### src/rtl/add_arb_pkg.sv
// Shared types and helpers for the add/sub unit arbiter and its rotating-priority picker.
package add_arb_pkg;

  localparam int unsigned DATA_W    = 16;
  localparam int unsigned MAX_REQ   = 4;
  localparam int unsigned IDX_MAX_W = 2;

  typedef enum logic [1:0] {IDLE, START, WAIT_FIN, RELEASE} arb_state_t;

  typedef struct packed {
    logic              sub;
    logic [DATA_W-1:0] in1;
    logic [DATA_W-1:0] in2;
  } add_op_t;

  // Index of the first set req after 'last' (with wrap) among n requesters; 'last' if none.
  function automatic logic [IDX_MAX_W-1:0] rr_next(input logic [MAX_REQ-1:0]   req,
                                                   input logic [IDX_MAX_W-1:0] last,
                                                   input int unsigned          n);
    logic [IDX_MAX_W-1:0] pick;
    int                   cand;
    pick = last;
    // Walk from the farthest offset back so the nearest candidate after 'last' overwrites.
    for (int i = int'(MAX_REQ); i > 0; i--) begin
      if (i <= int'(n)) begin
        cand = (int'(last) + i) % int'(n);
        if (req[IDX_MAX_W'(cand)]) pick = IDX_MAX_W'(cand);
      end
    end
    return pick;
  endfunction

endpackage

### src/rtl/add_arbiter_rr_pick.sv
// Combinational rotating-priority encoder: first set req after last_grant, with wrap.
module rr_pick
  import add_arb_pkg::*;
#(
  parameter int unsigned N     = 2,
  parameter int unsigned IDX_W = 1
) (
  input  logic [N-1:0]     req,
  input  logic [IDX_W-1:0] last,
  output logic             valid_c,
  output logic [IDX_W-1:0] idx_c
);

  logic [MAX_REQ-1:0]   req_ext;
  logic [IDX_MAX_W-1:0] pick;

  always_comb begin
    req_ext = MAX_REQ'(req);
    pick    = rr_next(req_ext, IDX_MAX_W'(last), N);
  end

  assign valid_c = |req;
  assign idx_c   = IDX_W'(pick);

endmodule

### src/rtl/add_arbiter.sv
// Round-robin share of one sign-magnitude add/sub unit among NUM_REQ requesters.
// Define ADD_ARB_TIMEOUT_EN to add a finish watchdog with a sticky err flag.
module add_arbiter
  import add_arb_pkg::*;
#(
  parameter int unsigned NUM_REQ        = 2,
  parameter int unsigned TIMEOUT_CYCLES = 15
) (
  input  logic                      clk,
  input  logic                      nRST,
  input  logic [NUM_REQ-1:0]        req,
  input  logic [DATA_W*NUM_REQ-1:0] req_in1,
  input  logic [DATA_W*NUM_REQ-1:0] req_in2,
  input  logic [NUM_REQ-1:0]        req_sub,
  output logic [NUM_REQ-1:0]        done,
  output logic [DATA_W-1:0]         result,
  output logic                      busy,
  output logic                      err,
  output logic                      add_start,
  output logic                      add_sub,
  output logic [DATA_W-1:0]         add_in1,
  output logic [DATA_W-1:0]         add_in2,
  input  logic [DATA_W-1:0]         add_out,
  input  logic                      add_finish
);

  localparam int unsigned IDX_W = $clog2(NUM_REQ);

  arb_state_t          state_q, state_d;
  logic [IDX_W-1:0]    gnt_q, gnt_d;
  logic [IDX_W-1:0]    last_q, last_d;
  add_op_t             op_q, op_d;
  logic                add_start_q, add_start_d;
  logic [DATA_W-1:0]   result_q, result_d;
  logic [NUM_REQ-1:0]  done_q, done_d;
  logic                busy_q, busy_d;
  logic                pick_valid;
  logic [IDX_W-1:0]    pick_idx;
  logic                timeout_c;

  rr_pick #(
    .N     (NUM_REQ),
    .IDX_W (IDX_W)
  ) u_pick (
    .req     (req),
    .last    (last_q),
    .valid_c (pick_valid),
    .idx_c   (pick_idx)
  );

`ifdef ADD_ARB_TIMEOUT_EN
  localparam int unsigned CNT_W = $clog2(TIMEOUT_CYCLES + 1);

  logic [CNT_W-1:0] cnt_q, cnt_d;
  logic             err_q, err_d;

  assign timeout_c = (cnt_q == CNT_W'(TIMEOUT_CYCLES - 1));

  // Cleared on entry to START/RELEASE, advancing while waiting on the unit.
  always_comb begin
    cnt_d = cnt_q;
    if ((state_d == START) || ((state_d == RELEASE) && (state_q != RELEASE))) begin
      cnt_d = '0;
    end else if ((state_q == WAIT_FIN) || (state_q == RELEASE)) begin
      cnt_d = cnt_q + CNT_W'(1);
    end
  end

  always_ff @(posedge clk or negedge nRST) begin
    if (!nRST) begin
      cnt_q <= '0;
      err_q <= 1'b0;
    end else begin
      cnt_q <= cnt_d;
      err_q <= err_d;
    end
  end

  assign err = err_q;
`else
  assign timeout_c = 1'b0;
  assign err       = 1'b0 & (TIMEOUT_CYCLES == 0);
`endif

  always_comb begin
    state_d     = state_q;
    gnt_d       = gnt_q;
    last_d      = last_q;
    op_d        = op_q;
    add_start_d = add_start_q;
    result_d    = result_q;
    done_d      = '0;
`ifdef ADD_ARB_TIMEOUT_EN
    err_d       = err_q;
`endif
    case (state_q)
      IDLE: begin
        if (pick_valid) begin
          gnt_d       = pick_idx;
          op_d.in1    = req_in1[DATA_W*int'(pick_idx) +: DATA_W];
          op_d.in2    = req_in2[DATA_W*int'(pick_idx) +: DATA_W];
          op_d.sub    = req_sub[pick_idx];
          add_start_d = 1'b1;
          state_d     = START;
        end
      end
      START: begin
        state_d = WAIT_FIN;
      end
      WAIT_FIN: begin
        if (add_finish) begin
          result_d    = add_out;
          add_start_d = 1'b0;
          state_d     = RELEASE;
        end else if (timeout_c) begin
          result_d    = '0;
          add_start_d = 1'b0;
          state_d     = RELEASE;
`ifdef ADD_ARB_TIMEOUT_EN
          err_d       = 1'b1;
`endif
        end
      end
      RELEASE: begin
        // start stays low until the unit has dropped finish, so it is never re-raised early.
        if (!add_finish || timeout_c) begin
`ifdef ADD_ARB_TIMEOUT_EN
          if (add_finish) begin
            result_d = '0;
            err_d    = 1'b1;
          end
`endif
          done_d[gnt_q] = 1'b1;
          last_d        = gnt_q;
          state_d       = IDLE;
        end
      end
      default: begin
        state_d = IDLE;
      end
    endcase
    busy_d = (state_d != IDLE);
  end

  always_ff @(posedge clk or negedge nRST) begin
    if (!nRST) begin
      state_q     <= IDLE;
      gnt_q       <= '0;
      last_q      <= IDX_W'(NUM_REQ - 1);
      op_q        <= '0;
      add_start_q <= 1'b0;
      result_q    <= '0;
      done_q      <= '0;
      busy_q      <= 1'b0;
    end else begin
      state_q     <= state_d;
      gnt_q       <= gnt_d;
      last_q      <= last_d;
      op_q        <= op_d;
      add_start_q <= add_start_d;
      result_q    <= result_d;
      done_q      <= done_d;
      busy_q      <= busy_d;
    end
  end

  assign done      = done_q;
  assign result    = result_q;
  assign busy      = busy_q;
  assign add_start = add_start_q;
  assign add_sub   = op_q.sub;
  assign add_in1   = op_q.in1;
  assign add_in2   = op_q.in2;

endmodule

### config.mk
export PLATFORM = sky130hd
export DESIGN_NAME = add_arbiter
export DESIGN_NICKNAME = d
export VERILOG_FILES = /design/src/rtl/add_arb_pkg.sv /design/src/rtl/add_arbiter_rr_pick.sv /design/src/rtl/add_arbiter.sv
export SDC_FILE = /design/constraint.sdc
export NUM_CORES = 1
export LEC_CHECK = 0
export ABC_AREA = 1
export CAP_MARGIN = 0
export CORE_MARGIN = 1.5
export CORE_UTILIZATION = 37
export DETAILED_ROUTE_END_ITERATION = 10
export PLACE_DENSITY = 0.86
export REMOVE_ABC_BUFFERS = 1
export SLEW_MARGIN = 20
export SYNTH_ARGS = -nofsm -noshare
export SYNTH_HDL_FRONTEND = slang
export SYNTH_SLANG_ARGS = --single-unit
### constraint.sdc
create_clock -name clk -period 1.21 [get_ports clk]
set_input_delay 0.242 -clock clk [delete_from_list [all_inputs] [get_ports clk]]
set_output_delay 0.242 -clock clk [all_outputs]
set_load 0.005 [all_outputs]
* Yosys cells after proc, flatten, opt, wreduce, memory -nomap -nowiden
Index checks and enable logic that the tools add are counted.
Operators by class: order comparisons 5, equal/unequal tests 5, muxes and demuxes 21, add/sub/neg operators 2, bitwise operators 3, shift-type cells 2, reduce and logical (&&, ||, !) cells 9
Operators by type and width (count):
- 32-bit by 6-bit indexed part select with 16-bit output | 2
- 1-bit 2-to-1 mux | 11
- 2-bit 2-to-1 mux | 5
- 2-bit by 4-bit < comparator with 1-bit output (second input constant) | 2
- 2-bit case mux with 4 select lines | 1
- 2-bit AND reduction | 3
- 1-bit binary-select mux with 2-bit select | 2
- 2-bit == test (second input constant) | 2
- 1-bit by 2-bit < comparator with 1-bit output (second input constant) | 2
- 2-bit != test (second input constant) | 2
- 2-bit nonzero test | 2
- 3-bit AND reduction | 1
- 1-bit adder (second input constant) | 2
- 1-bit bitwise AND (first input constant) | 2
- 2-bit by 1-bit == test with 1-bit output (second input constant) | 1
- 2-bit logical NOT | 1
- 1-bit case mux with 2 select lines | 1
- 2-bit OR reduction | 1
- 1-bit demux with 1-bit select | 1
- 1-bit >= comparator (second input constant) | 1
- 1-bit logical AND | 1
- 1-bit NOT | 1
Storage, ports and cells: output and inout port bits 54, bits in registers 57, logic and storage cells 57

* Logic depth before layout (Yosys ltp)
word-level depth 9, depth in mapped cells 7

* Hierarchy
Synthesis repeated with hierarchy kept, for this count alone.
Second synthesis, totals: cell total of the unflattened synthesis 354, area, all modules 2615.0 µm²
By module, submodules not included:
- add_arbiter | sequential area each 1427.6 µm², area an instance 2590.0 µm², times used 1, cells an instance 348
- rr_pick | sequential area each 0.0 µm², area an instance 25.0 µm², times used 1, cells an instance 6

* Worst setup path after synthesis
OpenSTA, ideal clock, no wires.
kind reg2reg, from register last_q, to register op_q (netlist bit add_in1[0]), arrival time 1068 ps, cell stages (with the launch flop) 7, period minus slack after synthesis 1185 ps, required time 1093 ps, setup slack 25 ps, library setup time 117 ps, cells stage by stage dfstp_2 inv_1 nand2_1 buf_2 nand3b_1 nand3_1 nand2_1
On the way: word-level cells in the longest chain between the ends 8
Ends and longest elaborated chain:
- start, declared | RTL line add_arbiter.sv:31 | logic [IDX_W-1:0] last_q, last_d;
- start signal, assigned | RTL line add_arbiter.sv:149 | last_q <= IDX_W'(NUM_REQ - 1);
- start signal, assigned | RTL line add_arbiter.sv:158 | last_q <= last_d;
- 1-bit adder | RTL line add_arb_pkg.sv:26 | cand = (int'(last) + i) % int'(n);
- 1-bit bitwise AND (no source line)
- 1-bit binary-select mux with 2-bit select | RTL line add_arb_pkg.sv:27 | if (req[IDX_MAX_W'(cand)]) pick = IDX_MAX_W'(cand);
- 1-bit 2-to-1 mux (implied by the code) (2 in a row) | RTL line add_arb_pkg.sv:27
- 1-bit 2-to-1 mux | RTL line add_arb_pkg.sv:27
- 1-bit 2-to-1 mux (*) | RTL line add_arb_pkg.sv:27
- 32-bit by 6-bit indexed part select with 16-bit output (*) | RTL line add_arbiter.sv:100 | op_d.in1 = req_in1[DATA_W*int'(pick_idx) +: DATA_W];
- end signal, assigned | RTL line add_arbiter.sv:159 | op_q <= op_d;
- end, declared | RTL line add_arbiter.sv:32 | add_op_t op_q, op_d;
Every way passes the cells marked *; elsewhere a longest branch is shown, timed or not. The select of a mux whose other input is x is not followed. A chain may end at the register's enable or synchronous reset.

* Worst setup path after layout
from register last_q, to register op_q (netlist bit add_in1[9])
The elaborated chain is that of the path after synthesis.

==> results.ini <==
[status]
status=finished with violations
violations=setup timing

[detailed_routing]
routed_wl_mm=9.54
wl_per_cell_um=15.1
drc_errors=0
drt_iter0_drc=128
vias=3065
antenna_left=0
viasPerCell=4.85
firstDrtPassIters=4

[synth]
synthCells=354
synth_seq_area_share_pct=50.2
synth_area_sq_um=2850
avgSynthCellArea_sq_um=8.04
ys_warn_count=0
synth_cell_types=20
synth-seq-cells=57

[timing]
clock-skew-final_ps=5.31
rsz0062_at_grt=yes
maxSlewViolCount=0
hold_viol_final=0
timing.final.ws_setup_ps=-39.7
min_period_ps=1250
clock.fmax_mhz=800
setup_violations=26
post-route-period-util_pct=103

[die]
fp.dieH_um=90.7
start_util_pct=38.8
die_w_um=90.7
core_sq_um=7330
rows=31
ios=141
die-area_sq_um=8220

[pwr]
p_total_mw=10.3
ir_worst_vdd_mv=0.954
cellPowerDensity_nw_per_um2=2080
p_leak_nw=2.57

[global_routing]
track_usage_pct=23.5
met1_usage_pct=27.3
grt_pass1_vias=3265
overflow=0
met2_usage_pct=41.4
antenna_found_initial=0
busiest_layer=met2
use_met3_pct=5.56
grt_start_max_net_pins=58
grt_pass1_wl_mm=15.1

[final_layout]
area_delta_synth_final_pct=74.9
fin_nets=615
drive_gt1_share_pct=17.1
final_common_cell=nand2_1
fin_cells=632
layout_common_cells=nand2_1 (118), clkdlybuf4s50_1 (83), nand3_1 (64)
num-fill-cells=588
fin_util_pct=67.9
design_area_sq_um=4980
diodes=0

[worst_setup_path]
cp_common_cell=nand3_1
worstPathCellList=buf_6 > nand2_8 > buf_12 > nand3_1 > nand3_1 > nand2_1
cpLargestDelayFamily=flip-flops
crit_buf_inv=2
setup.worst_path.end_class=register
path_class=reg2reg
crit_arrival_ps=1520
cp_slowest_cell=dfstp_2
cp_data_required_time_ps=1480
path_max_fanout=11
cpPeakStageDelay_ps=550
start_kind=register

[clocking]
tritoncts=built
cts_buffers=9
cts.sink_count=57
clk_latency_ps=340
cts_max_level=3
cts-root-buf=clkbuf_8
clk_pin_slew_worst_paths_ps=60
cts_max_path_buffers=2

[place]
dpl_cell_area_sq_um=4450
place_congestion=0.710
place_inst=589
port_buffers=139
preCtsSetupSlack_ps=-317
hpwl_mm=6.06

[job]
cap_violations=0

[hold_path]
hold_class=in2async

-- worst reg2reg max path: stages, from the launching register on --
cell     delay, ps
dfstp_2        550
buf_6          130
nand2_8         90
buf_12         180
nand3_1         90
nand3_1         90
nand2_1         70
-- registers in the layout, summed over array words and instances, names as in the netlist --
| name | cells |
|---|---|
| add_sub | 1 |
| gnt_q | 1 |
| last_q | 1 |
| busy | 1 |
| add_in1 | 16 |
| add_in2 | 16 |
| done | 2 |
| result | 16 |
| add_start | 1 |
| state_q | 2 |
-- area by class of cell --
class / instances / area [sq um] / area share [%]
clock inverter: 2 / 35.0 / 0.704
tap: 99 / 124 / 2.49
sequential: 57 / 1430 / 28.7
timing repair buffer: 184 / 1870 / 37.7
inverter: 43 / 165 / 3.32
clock buffer: 14 / 173 / 3.47
multi-input combinational: 233 / 1180 / 23.7
-- where the power goes --
group | leakage (nW) | internal [mW] | switching (mW)
clock network | 0.107 | 1.12 | 0.742
registers | 0.704 | 2.81 | 0.504
logic | 1.76 | 2.78 | 2.38
total | 2.57 | 6.71 | 3.62
-- cells in the mapped netlist (all sizes together) --
library cell	number	area (sq um)
a21oi	1	5.00
o21ai	2	10.0
dfstp	1	26.3
buf	21	136
conb	1	3.75
nand3	69	350
inv	43	164
nand2	123	467
nor2	4	33.8
nand3b	33	248
dfrtp	56	1400
-- metal layers --
layer	part of all wire, %	up-vias
met5	0	-
met4	1.4	0
met3	7.3	15
met2	49	153
met1	42	1433
li1	-	1464
-- through the flow --
step           setup TNS, ps  hold slack (ps)
5_1_grt                -2920              469
3_5_place_dp          -13540              263
6_report                -410              436
3_3_place_gp          -11080              258
2_1_floorplan          -9100            -53.6
4_1_cts                 -244              438
-- final timing paths --
| path | slack [ps] | endpoint | startpoint | depth (start not counted) |
|---|---|---|---|---|
| setup / recovery | -40 | add_in1[9] | last_q | 6 |
| hold / removal | 440 | result[13] | nRST | 3 |
| setup reg to reg | -40 | add_in1[9] | last_q | 6 |
| hold reg to reg | 450 | done[0] | gnt_q | 1 |
| max in group asynchronous | 480 | last_q | nRST | 3 |
| min in group clk | 450 | done[0] | gnt_q | 1 |
-- logic make-up after synthesis --
family / after synthesis / share of synthesized area, %
buffers and inverters: 64 / 10.6
AOI/OAI and AO/OA: 3 / 0.527
DFF: 57 / 50.2
and+or+nand+nor: 229 / 38.6
other: 1 / 0.132
-- repair_timing --
action	CTS	global route
gates cloned	5	3
gates resized for setup	127	26
buffers inserted	17	1
hold buffers	1	0
endpoints found under the setup margin	86	64
hold endpoints to repair	56	0
pin swaps	0	0
(Power assumes the default switching activity.)
==> patch (same flow settings) <==
Encoding of `arb_state_t`: now one-hot (4 bits for 4 states).
--- a/src/rtl/add_arb_pkg.sv
+++ b/src/rtl/add_arb_pkg.sv
@@ -5,7 +5,7 @@
   localparam int unsigned MAX_REQ   = 4;
   localparam int unsigned IDX_MAX_W = 2;
 
-  typedef enum logic [1:0] {IDLE, START, WAIT_FIN, RELEASE} arb_state_t;
+  typedef enum logic [3:0] {IDLE = 4'b0001, START = 4'b0010, WAIT_FIN = 4'b0100, RELEASE = 4'b1000} arb_state_t;
 
   typedef struct packed {
     logic              sub;
Formal check against the unedited RTL: no difference found for any inputs over 10 cycles, from zero or initial values and one cycle with nRST low; not proved beyond that.
==> patch against the original RTL <==
- the run still ends with negative setup slack left
- routed wire length shrank 2.1%
- die area rose by 2.4%
- sequential power increased by 2%
- hold slack better by 0.0067 ns
- cell area is 0.40% higher
- worst setup slack got worse by 0.15 ns
- count of clock-buffer cells in the layout is 3 lower
- synthesized area rose by 2.5%
- first-iteration DRC count is 31% higher
- sequential cell count grew 2
- total power rose by 9.4%
- critical endpoint is now gnt_q
==> patch: results (changes against the original RTL) <==
The leakage power came out at 2.57 nW (about the same). The logs give 51 (was 26) for the number of setup violations in the final report and 3,120 (was 3,065) for the total number of vias. The post-synthesis compound-gate area fraction was 0.0343 (was 0.00528); the peak fanout along the critical path was 3 (was 11).

Fraction of final layout cells sized beyond drive strength 1: 0.226 (was 0.171). The setup TNS after final layout is -4.78 ns (was -0.410 ns). The post-synthesis adder-cell area fraction is 0 (unchanged), and the number of search-and-repair iterations in the first detailed-routing pass is 6 (was 4).

The run finished, with violations left. The layout net count is 635 (was 615). The weighted congestion at the end of routability-driven global placement is 0.807 (was 0.710). The routed length per instance is 14.3 um (was 15.1 um). The clock insertion delay at the later pin of the skew report came out at 0.34 ns (about the same).

The root buffer cell was sky130_fd_sc_hd__clkbuf_8 (unchanged). The logs give 3,248 (was 3,265) for the number of global-route vias before repair and 0.506 (was 0.499) for the combinational share of power. The type of the tightest min-delay check is input pin to async pin (unchanged). The tools report the global-route wire length before repair as 14,800 um (was 15,100 um). Top cells by area, synth: sky130_fd_sc_hd__dfrtp_1 49%, sky130_fd_sc_hd__nand2_1 26%, sky130_fd_sc_hd__nand3_1 6.0% (was sky130_fd_sc_hd__dfrtp_1 49%, sky130_fd_sc_hd__nand2_1 16%, sky130_fd_sc_hd__nand3_1 12%). The register area share after synthesis is 0.507 (was 0.502), and the data arrival time of the critical path is 1.62 ns (was 1.52 ns). The run gives 22 (was 20) as the number of different library cells in the post-synthesis netlist.

The half-perimeter wire length after detailed placement is 6060 um (about the same), and the length in cells of the worst reg-to-reg path is 8 (was 6). For the power consumption, the log shows 11.3 mW (was 10.3 mW). The number of cells after detailed placement was 613 (was 589); the average footprint of a synthesized cell was 7.80 um2 (was 8.04 um2).

The reported net switching power was 4.09 mW (was 3.62 mW). Violated checks: negative setup slack (unchanged). Peak supply drop: 0.992 mV (was 0.954 mV). The post-route worst hold slack came out at 0.442 ns (was 0.436 ns).

The run gives -0.190 ns (was -0.0397 ns) as the final critical-path setup slack. The capture instance of the worst register-to-register path is gnt_q (was add_in1[9]). Leading cell types by count after synthesis: 199 x sky130_fd_sc_hd__nand2_1, 57 x sky130_fd_sc_hd__dfrtp_1, 35 x sky130_fd_sc_hd__nand3_1, 12 x sky130_fd_sc_hd__nand2_2, 11 x sky130_fd_sc_hd__o21ai_1 (was 121 x sky130_fd_sc_hd__nand2_1, 68 x sky130_fd_sc_hd__nand3_1, 56 x sky130_fd_sc_hd__dfrtp_1, 39 x sky130_fd_sc_hd__inv_1, 33 x sky130_fd_sc_hd__nand3b_1).

For the maximum number of pins on one net before global-route repair, the log shows 60 (was 58). The DRC violation total after the first TritonRoute iteration was 168 (was 128). The post-detailed-placement cell area was 0.00452 mm2 (was 0.00445 mm2); the total routing usage reported by global routing was 0.223 (was 0.235). The run gives 9 (unchanged) as the number of buffers created by CTS.

The run gives 2.20 mW (was 1.86 mW) as the power attributed to the clock group. The source of the worst register-to-register timing path was state_q[0] (was last_q). The worst slack at placement is -0.393 ns (was -0.317 ns), and the non-filler instance count after layout is 655 (was 632).

Worst setup skew after layout: 0.00831 ns (was 0.00531 ns).
patch: worst max-delay path, stage by stage, from the launching register on:
cell                      delay [ns]
sky130_fd_sc_hd__dfstp_2        0.54
sky130_fd_sc_hd__inv_2          0.04
sky130_fd_sc_hd__nor2_4         0.12
sky130_fd_sc_hd__buf_6          0.13
sky130_fd_sc_hd__nand3_4        0.09
sky130_fd_sc_hd__buf_4          0.15
sky130_fd_sc_hd__buf_6          0.11
sky130_fd_sc_hd__nand2_2        0.04
sky130_fd_sc_hd__o21ai_1        0.06
patch: layer usage:
layer,track usage,share of wire,vias up
met3,0.0448,0.051,27
li1,-,-,1510
met1,0.255,0.40,1468
met5,0,0,-
met4,0.119,0.030,0
met2,0.391,0.52,115
patch: final cells by class:
| class | instances | area [um2] |
|---|---|---|
| clock buffer | 11 | 141 |
| clock inverter | 5 | 100 |
| fill | 630 | 2690 |
| inverter | 11 | 41.3 |
| multi-input combinational | 284 | 1320 |
| sequential | 59 | 1480 |
| tap | 102 | 128 |
| timing repair buffer | 183 | 1790 |
patch: cell families after synthesis:
family	after synthesis
flops	59
buf+inv	31
other cells	1
compound gates	20
simple gates	263
patch: worst max-delay path by stage:
stage                          start          end  cells past startpoint
after CTS                 state_q[0]  add_in1[11]                      7
after detailed placement      req[1]  add_in2[15]                      8
after global routing      state_q[0]   add_in1[1]                      7
after floorplan               last_q   add_in1[0]                      7
final                     state_q[0]        gnt_q                      8
after global placement        req[1]   add_in1[6]                      8
patch: what timing repair did:
action,CTS,global route
buffers inserted,19,6
setup endpoints to repair,106,77
endpoints found under the hold margin,57,0
hold buffers,1,0
cloned,1,1
pin swaps,5,8
resized for setup,124,42
